## src/rtl/int_branch_resolver.sv

```systemverilog
// int_branch_resolver
//   Picks the oldest mispredicted branch among the integer lanes. That branch
//   is presented to the recovery manager as a req/ack/done handshake. A
//   deferred slot holds the oldest older-than-in-flight mispredict that
//   arrives during a flush. The block also emits registered per-lane
//   branch-predictor update records.
// Ports:
//   clk, rst                    clock, async active-high reset
//   stall, clear                squash all lane inputs when set
//   al_head_ptr                 active-list head (age origin)
//   in_*                        per-lane branch results from integer execute
//   recov_req/al_ptr/target     recovery request and its payload
//   recov_ack, recov_done       handshake from the recovery manager
//   bp_upd_*                    registered predictor update records
//   busy                        FSM not idle
//
// state | meaning
// IDLE  | no recovery outstanding
// REQ   | recov_req high, payload may still be replaced by an older branch
// FLUSH | request accepted, waiting for flush of younger ops to finish
module int_branch_resolver #(
  parameter int ISSUE_WIDTH  = 2,
  parameter int AL_PTR_WIDTH = 6,
  parameter int PC_WIDTH     = 32,
  parameter int GHIST_WIDTH  = 10
) (
  input  logic                              clk,
  input  logic                              rst,
  input  logic                              stall,
  input  logic                              clear,
  input  logic [AL_PTR_WIDTH-1:0]           al_head_ptr,
  input  logic [ISSUE_WIDTH-1:0]            in_valid,
  input  logic [ISSUE_WIDTH-1:0]            in_br_valid,
  input  logic [ISSUE_WIDTH-1:0]            in_mispred,
  input  logic [ISSUE_WIDTH-1:0]            in_exec_taken,
  input  logic [ISSUE_WIDTH-1:0]            in_is_cond,
  input  logic [ISSUE_WIDTH*AL_PTR_WIDTH-1:0] in_al_ptr,
  input  logic [ISSUE_WIDTH*PC_WIDTH-1:0]   in_br_addr,
  input  logic [ISSUE_WIDTH*PC_WIDTH-1:0]   in_next_addr,
  input  logic [ISSUE_WIDTH*GHIST_WIDTH-1:0] in_ghist,
  output logic                              recov_req,
  output logic [AL_PTR_WIDTH-1:0]           recov_al_ptr,
  output logic [PC_WIDTH-1:0]               recov_target,
  input  logic                              recov_ack,
  input  logic                              recov_done,
  output logic [ISSUE_WIDTH-1:0]            bp_upd_valid,
  output logic [ISSUE_WIDTH-1:0]            bp_upd_taken,
  output logic [ISSUE_WIDTH*PC_WIDTH-1:0]   bp_upd_addr,
  output logic [ISSUE_WIDTH*GHIST_WIDTH-1:0] bp_upd_ghist,
  output logic                              busy
);

  typedef enum logic [1:0] {IDLE, REQ, FLUSH} state_t;

  state_t                  state;
  logic                    def_valid;
  logic [AL_PTR_WIDTH-1:0] def_ptr;
  logic [PC_WIDTH-1:0]     def_target;

  logic [ISSUE_WIDTH-1:0]  cand;
  logic                    win_valid;
  logic [AL_PTR_WIDTH-1:0] win_ptr;
  logic [AL_PTR_WIDTH-1:0] win_age;
  logic [PC_WIDTH-1:0]     win_target;
  logic [AL_PTR_WIDTH-1:0] lane_ptr;
  logic [AL_PTR_WIDTH-1:0] lane_age;

  logic                    win_older;
  logic                    win_to_def;
  logic                    def_nxt_valid;
  logic [AL_PTR_WIDTH-1:0] def_nxt_ptr;
  logic [PC_WIDTH-1:0]     def_nxt_target;

  function automatic logic [AL_PTR_WIDTH-1:0] age_of(
    input logic [AL_PTR_WIDTH-1:0] p,
    input logic [AL_PTR_WIDTH-1:0] head
  );
    return p - head;  // wraps modulo 2^AL_PTR_WIDTH
  endfunction

  assign cand = in_valid & in_br_valid & in_mispred & {ISSUE_WIDTH{~stall & ~clear}};

  // Strict less-than keeps the lower lane on equal ages.
  always_comb begin
    win_valid  = 1'b0;
    win_ptr    = '0;
    win_age    = '0;
    win_target = '0;
    lane_ptr   = '0;
    lane_age   = '0;
    for (int i = 0; i < ISSUE_WIDTH; i++) begin
      lane_ptr = in_al_ptr[i*AL_PTR_WIDTH +: AL_PTR_WIDTH];
      lane_age = age_of(lane_ptr, al_head_ptr);
      if (cand[i] && (!win_valid || lane_age < win_age)) begin
        win_valid  = 1'b1;
        win_ptr    = lane_ptr;
        win_age    = lane_age;
        win_target = in_next_addr[i*PC_WIDTH +: PC_WIDTH];
      end
    end
  end

  assign win_older  = win_valid && (win_age < age_of(recov_al_ptr, al_head_ptr));
  assign win_to_def = win_older &&
                      (!def_valid || win_age < age_of(def_ptr, al_head_ptr));

  // Deferred slot as it would be after this cycle; lets a winner arriving in
  // the done cycle be picked up instead of lost.
  assign def_nxt_valid  = def_valid | win_to_def;
  assign def_nxt_ptr    = win_to_def ? win_ptr    : def_ptr;
  assign def_nxt_target = win_to_def ? win_target : def_target;

  assign busy = (state != IDLE);

  always_ff @(posedge clk or posedge rst) begin
    if (rst) begin
      state        <= IDLE;
      recov_req    <= 1'b0;
      recov_al_ptr <= '0;
      recov_target <= '0;
      def_valid    <= 1'b0;
      def_ptr      <= '0;
      def_target   <= '0;
      bp_upd_valid <= '0;
      bp_upd_taken <= '0;
      bp_upd_addr  <= '0;
      bp_upd_ghist <= '0;
    end else begin
      bp_upd_valid <= in_valid & in_br_valid & {ISSUE_WIDTH{~stall & ~clear}};
      bp_upd_taken <= in_exec_taken;
      bp_upd_addr  <= in_br_addr;
      bp_upd_ghist <= in_ghist;

      case (state)
        IDLE: begin
          if (win_valid) begin
            recov_al_ptr <= win_ptr;
            recov_target <= win_target;
            recov_req    <= 1'b1;
            state        <= REQ;
          end
        end
        REQ: begin
          if (recov_ack) begin
            // Ack covers the payload on the wire; an older winner in the same
            // cycle must wait in the deferred slot.
            recov_req <= 1'b0;
            state     <= FLUSH;
            if (win_to_def) begin
              def_valid  <= 1'b1;
              def_ptr    <= win_ptr;
              def_target <= win_target;
            end
          end else if (win_older) begin
            recov_al_ptr <= win_ptr;
            recov_target <= win_target;
          end
        end
        FLUSH: begin
          if (recov_done) begin
            def_valid <= 1'b0;
            if (def_nxt_valid) begin
              recov_al_ptr <= def_nxt_ptr;
              recov_target <= def_nxt_target;
              recov_req    <= 1'b1;
              state        <= REQ;
            end else begin
              state <= IDLE;
            end
          end else if (win_to_def) begin
            def_valid  <= 1'b1;
            def_ptr    <= win_ptr;
            def_target <= win_target;
          end
        end
        default: begin
          state     <= IDLE;
          recov_req <= 1'b0;
        end
      endcase
    end
  end

  // Conditional flag is not needed by the recovery path or the update record.
  logic unused_ok;
  assign unused_ok = ^in_is_cond;

endmodule
```

## config.mk

```make
export PLATFORM = sky130hd
export DESIGN_NAME = int_branch_resolver
export DESIGN_NICKNAME = d
export VERILOG_FILES = /design/src/rtl/int_branch_resolver.sv
export SDC_FILE = /design/constraint.sdc
export NUM_CORES = 1
export LEC_CHECK = 0
export ABC_CLOCK_PERIOD_IN_PS = 5400
export BUFFER_PORTS_ARGS = -buffer_cell sky130_fd_sc_hd__buf_2
export CAP_MARGIN = 20
export CORE_MARGIN = 2
export CORE_UTILIZATION = 44
export DETAILED_ROUTE_END_ITERATION = 10
export GPL_ROUTABILITY_DRIVEN = 0
export PLACE_DENSITY = 0.77
export RECOVER_POWER = 50
export SKIP_CTS_REPAIR_TIMING = 1
export SLEW_MARGIN = 20
export SYNTH_ARGS = -nofsm -noshare
export SYNTH_HDL_FRONTEND = slang
export SYNTH_SLANG_ARGS = --single-unit
```

## constraint.sdc

```tcl
create_clock -name clk -period 5.4 [get_ports clk]
set_clock_uncertainty 0.1 [all_clocks]
set_input_delay 1.08 -clock clk [delete_from_list [all_inputs] [get_ports clk]]
set_output_delay 1.08 -clock clk [all_outputs]
set_load 0.05 [all_outputs]
```

# Word-level counts from Yosys, hierarchy flattened
# Index checks and enable logic that the tools add are counted.
dict set report op_classes {
  add_sub_neg 4
  mul 0
  div 0
  n_lt_le_gt_ge 3
  eq_ne 9
  shift 0
  n_mux 42
  bitwise_logic 8
  reduce_logical 16
}
# cell count
set op_table {}
lappend op_table {{two-way mux 32 bit} 10}
lappend op_table {{one-hot mux 32 bit (3 select lines)} 1}
lappend op_table {{two-way mux 6 bit} 12}
lappend op_table {{one-hot mux 32 bit (2 select lines)} 1}
lappend op_table {{subtractor 6 bit} 4}
lappend op_table {{< comparator 6 bit} 3}
lappend op_table {{one-hot mux 6 bit (3 select lines)} 1}
lappend op_table {{!= test 2 bit (second input constant)} 7}
lappend op_table {{one-hot mux 6 bit (2 select lines)} 1}
lappend op_table {{two-way mux 1 bit} 10}
lappend op_table {{bitwise AND 2 bit} 4}
lappend op_table {{two-way mux 2 bit} 3}
lappend op_table {{one-hot mux 2 bit (3 select lines)} 1}
lappend op_table {{AND reduction 3 bit} 2}
lappend op_table {{AND reduction 6 bit} 1}
lappend op_table {{AND reduction 4 bit} 1}
lappend op_table {{nonzero test 2 bit} 2}
lappend op_table {{logical AND 1 bit} 3}
lappend op_table {{one-hot mux 1 bit (3 select lines)} 1}
lappend op_table {{nonzero test 3 bit} 1}
lappend op_table {{equality test 2 x 1 -> 1 bit (second input constant)} 1}
lappend op_table {{equality test 2 bit (second input constant)} 1}
lappend op_table {{logical NOT 1 bit} 2}
lappend op_table {{logical NOT 2 bit} 1}
lappend op_table {{other kinds (6)} 8}
dict set report word_totals {
  regBits 168
  latchBits 0
  ram_bits 0
  rom_bits 0
  inputBits 182
  elab_cells 93
  mem_count 0
}

# Depth between registers and ports, before layout
dict set report depth {
  word_depth 15
  ltp_mapped 28
  mapped_depth_nobuf 23
}

# Worst setup path after synthesis
# OpenSTA, ideal clock, no wires.
dict set report synth_path {
  path_type {input-to-reg}
  start {input al_head_ptr[1]}
  end {register recov_target[10]}
  setup_ps 125
  arrival_ps 6240
  required_ps 5175
  path_slack_ps -1065
  stages 27
  n_path_buf 5
  cell_sequence {inv_1 -> ha_1 -> nand2b_1 -> a21oi_1 -> a21o_1 -> a21oi_1 -> xnor2_1 -> nand2_1 -> ha_1 -> a211o_1 -> a21oi_1 -> a221oi_2 -> nor2_1 -> clkbuf_1 -> clkbuf_1 -> clkbuf_1 -> o21ai_0 -> ha_1 -> a21oi_1 -> nand2_1 -> a41oi_1 -> a21boi_1 -> a21oi_2 -> a221oi_2 -> buf_4 -> buf_6 -> mux2_4}
}
dict set report synth_between {
  elab_chain_cells 13
  word_cells_on_any_way 28
}
# item line_no
set synth_rtl {}
lappend synth_rtl {{from (decl)} 31} ;# input logic [AL_PTR_WIDTH-1:0] al_head_ptr,
lappend synth_rtl {{subtractor 6 bit} 78} ;# return p - head;
lappend synth_rtl {{two-way mux 6 bit} 94} ;# if (cand[i] && (!win_valid || lane_age < win_age)) begin
lappend synth_rtl {{< comparator 6 bit} 94}
lappend synth_rtl {{logical OR 1 bit} 94}
lappend synth_rtl {{logical AND 1 bit} 94}
lappend synth_rtl {{two-way mux 6 bit} 94}
lappend synth_rtl {{< comparator 6 bit, on equally long branches} {103, 105}}
lappend synth_rtl {{logical AND 1 bit or logical OR 1 bit (tied branches)} {103, 105}}
lappend synth_rtl {{logical AND 1 bit} 104} ;# assign win_to_def = win_older &&
lappend synth_rtl {{two-way mux 32 bit} n/a}
lappend synth_rtl {{two-way mux 32 bit} 162} ;# if (def_nxt_valid) begin
lappend synth_rtl {{two-way mux 32 bit} 160} ;# if (recov_done) begin
lappend synth_rtl {{one-hot mux 32 bit (3 select lines)} 134} ;# case (state)
lappend synth_rtl {{to (signal assigned)} 138} ;# recov_target <= win_target;
lappend synth_rtl {{to (signal assigned)} 156} ;# recov_target <= win_target;
lappend synth_rtl {{to (signal assigned)} 164} ;# recov_target <= def_nxt_target;
lappend synth_rtl {{to (decl)} 43} ;# output logic [PC_WIDTH-1:0] recov_target,
# Parallel ways exist; a longest one is shown, timed or not. The select of a mux whose other input is x is not followed.
# A chain may end at the register's enable or synchronous reset.

# Worst setup path in the final report
dict set report layout_path {
  start {input al_head_ptr[1]}
  end {register recov_target[7]}
}
# Same word-level chain as after synthesis.

==> flow_summary_export.csv <==
group,metric,value,unit
outcome,outcome,"finished with violations",
outcome,violations,"max-capacitance violations, max-slew violations, negative setup slack",
clock_network,insertion_delay,430,ps
setup_path,path_max_fanout,8,
setup_path,end_kind,"flip-flop",
sta,grt_setup_unrepaired,"true",
setup_path,crit_type,"in2reg",
detailed_routing,drtPass1Iterations,4,
layout,layout.cells.most_common,"buf_2",
detailed_routing,wl_per_cell,17.5,um
synthesis,synthFlopType,"dfrtp_1",
synthesis,synth-edff-count,0,
clock_network,tritoncts,"built",
die,num_rows,48,
detailed_routing,ant_nets,0,
setup_path,cp.arrival,5670,ps
global_routing,grt_start_max_net_pins,124,
die,initial_utilization,44.8,%
die,top_level_ports,310,
clock_network,clkTransAtPathRegs,70,ps
layout,layout.nets,1184,
global_routing,grt_first_pass_wirelength,29800,um
global_routing,grt_use_total,20.9,%
die,die_height,136,um
die,dieArea,18600,um2
setup_path,cp-start-kind,"primary input",
die,core,17200,um2
layout,fin_util,64.8,%
synthesis,yosysTopAreaCell,"dfrtp_1",
power_and_ir_drop,irDropWorstVdd,0.215,mV
detailed_routing,drt_iter0_drc,275,
detailed_routing,vias,5909,
sta,finalCritPeriodShare,101,%
sta,max_freq,0.183,GHz
sta,min_period,5460,ps
setup_path,reg2reg_depth,19,
clock_network,h-tree-depth,4,
clock_network,cts_sinks,168,
detailed_routing,vias_per_cell,4.91,
placed_design,dp_hpwl,14400,um
synthesis,netlist_area,7690,um2
sta,slew_headroom,-95.8,%
die,die_x,136,um
sta,finalMaxSlewViolations,124,
layout,multi_input_area,3740,um2
synthesis,synth_top_cell_area_share,54.7,%
global_routing,antenna_found_initial,1,
synthesis,yosys_warnings,0,
layout,mostFrequentLayoutCells,"305 x buf_2, 168 x dfrtp_1, 96 x mux2_4",
placed_design,placed_area,9970,um2
clock_network,cts-root-buf,"clkbuf_16",
clock_network,numCtsBuffers,17,
sta,setup_viol,37,
clock_network,clk_path_buf_depth,2,
layout,synthToLayoutAreaGrowth,44.8,%
sta,setup_slack,-58.5,ps
synthesis,syn_avg_cell_area,12.7,um2
synthesis,yosysUniqueCellTypes,48,
sta,final_hold_viol_count,0,
placed_design,io_buffers,307,
min_path,hold_path_depth,1,
power_and_ir_drop,power.total,3.45,mW
detailed_routing,routed_wl,21100,um
synthesis,ys_ff_latch,168,
detailed_routing,drc_errors,0,
layout,num-fill-cells,1308,
min_path,hold_path.class,"reg2reg",
synthesis,ys_top_cells_by_area,"dfrtp_1 55%, mux2_1 8.2%, mux2_4 7.4%",
synthesis,synth-async-reset-ratio,100,%
sta,worstMarginPinSlew,2940,ps
synthesis,synthesis.instances,604,
layout,register_area,4200,um2
global_routing,overflow,0,
power_and_ir_drop,power_density,309,nW/um2
global_routing,grt_pass1_vias,5793,
setup_path,worstPathRequired,5610,ps
power_and_ir_drop,leakagePower,5.68,nW
synthesis,synth_nets,823,
run,max_cap_viol_count,1,
layout,fin_area,11100,um2
layout,drive_gt1_share,56.5,%
synthesis,ys_seq_area_share,54.7,%
## final timing paths
| path | from | end | slack, ps |
|---|---|---|---|
| worst min-delay path | recov_target[16] | recov_target[16] | 410 |
| worst max-delay path | al_head_ptr[1] | recov_target[7] | -60 |
| worst max register to register | recov_al_ptr[0] | recov_target[7] | 1410 |
| max in group asynchronous | rst | def_target[10] | 1230 |
| min in group asynchronous | rst | bp_upd_ghist[0] | 670 |
| worst min register to register | recov_target[16] | recov_target[16] | 410 |
## report_power, final
part / switching, mW / leakage [nW] / internal (mW) / total (mW)
Combinational: 0.493 / 3.24 / 0.331 / 0.824
Clock: 0.585 / 0.294 / 0.678 / 1.26
Sequential: 0.0351 / 2.14 / 1.32 / 1.36
## layer usage
layer	track usage, %	wire (um)
met1	25.8	8590
met4	6.89	336
met3	4.62	1330
met5	0	0
met2	36.3	10800
## worst max-delay path, cell delays in order
cell and delay (ps):
buf_6 70, clkinvlp_4 150, buf_6 160, fa_1 430, a21o_1 220, a21oi_2 160
xnor2_1 180, ha_2 320, o21ai_1 240, a221oi_4 120, nor2_4 220, nand2_1 110
o21ai_2 110, ha_4 250, a21oi_2 150, nand2_1 80, a41oi_2 150, a21boi_4 270
buf_6 140, a41oi_4 130, buf_12 180, clkbuf_16 170, mux2_4 300, mux2_4 260
## cells by family (layout without fill, tap and decap cells)
| logic type | count (synthesis) | in the layout | synth area share, % |
|---|---|---|---|
| flip-flops | 168 | 168 | 54.7 |
| AND/OR/NAND/NOR | 121 | 121 | 6.70 |
| multiplexers | 115 | 115 | 18.7 |
| AO/OA/AOI/OAI | 93 | 93 | 8.07 |
| buffers and inverters | 49 | 423 | 3.11 |
| adder cells (fa/ha/maj) | 37 | 37 | 6.41 |
| XOR/XNOR | 21 | 21 | 2.39 |
| other | 0 | 1 | 0 |
## Yosys cell counts, drive strengths merged, types with 2 or more instances
cell     instances
nand2           93
a211oi           3
a221oi           2
a31oi            2
mux2           113
o31ai            3
mux2i            2
nand2b           2
inv             22
nand4            2
and3             2
clkbuf          11
xor2             9
a21o            13
a41oi            2
xnor2           12
and4b            2
ha              33
buf             16
dfrtp          168
or3b             2
or2              2
o2111ai          2
o21ai           46
nor2             8
fa               4
a21oi           13
nand3            4
## registers in the layout, summed over array words and instances (netlist names)
| register | cells |
|---|---|
| bp_upd_addr | 64 |
| recov_req | 1 |
| bp_upd_valid | 2 |
| def_target | 32 |
| state | 2 |
| recov_al_ptr | 6 |
| bp_upd_taken | 2 |
| def_valid | 1 |
| def_ptr | 6 |
| bp_upd_ghist | 20 |
| recov_target | 32 |
## stage by stage
step	TNS (ps)	cells	hold WS [ps]	setup WS (ps)
finish	-1120	1204	411	-58.5
global route	-9960	1204	425	-203
CTS	-22.3	1183	412	-11.3
detailed placement	-32790	1151	390	-482
global placement	-27310	1151	386	-404
floorplan	-25860	604	378	-443
## area by class of cell
type                            instances  share of cell area [%]
Multi-Input combinational cell        387                    33.6
Antenna cell                            1                  0.0225
Clock inverter                         14                    1.56
Timing Repair Buffer                  369                    19.8
Sequential cell                       168                    37.8
Tap cell                              225                    2.53
Inverter                               22                   0.787
Clock buffer                           18                    3.94
(Power assumes the default switching activity.)
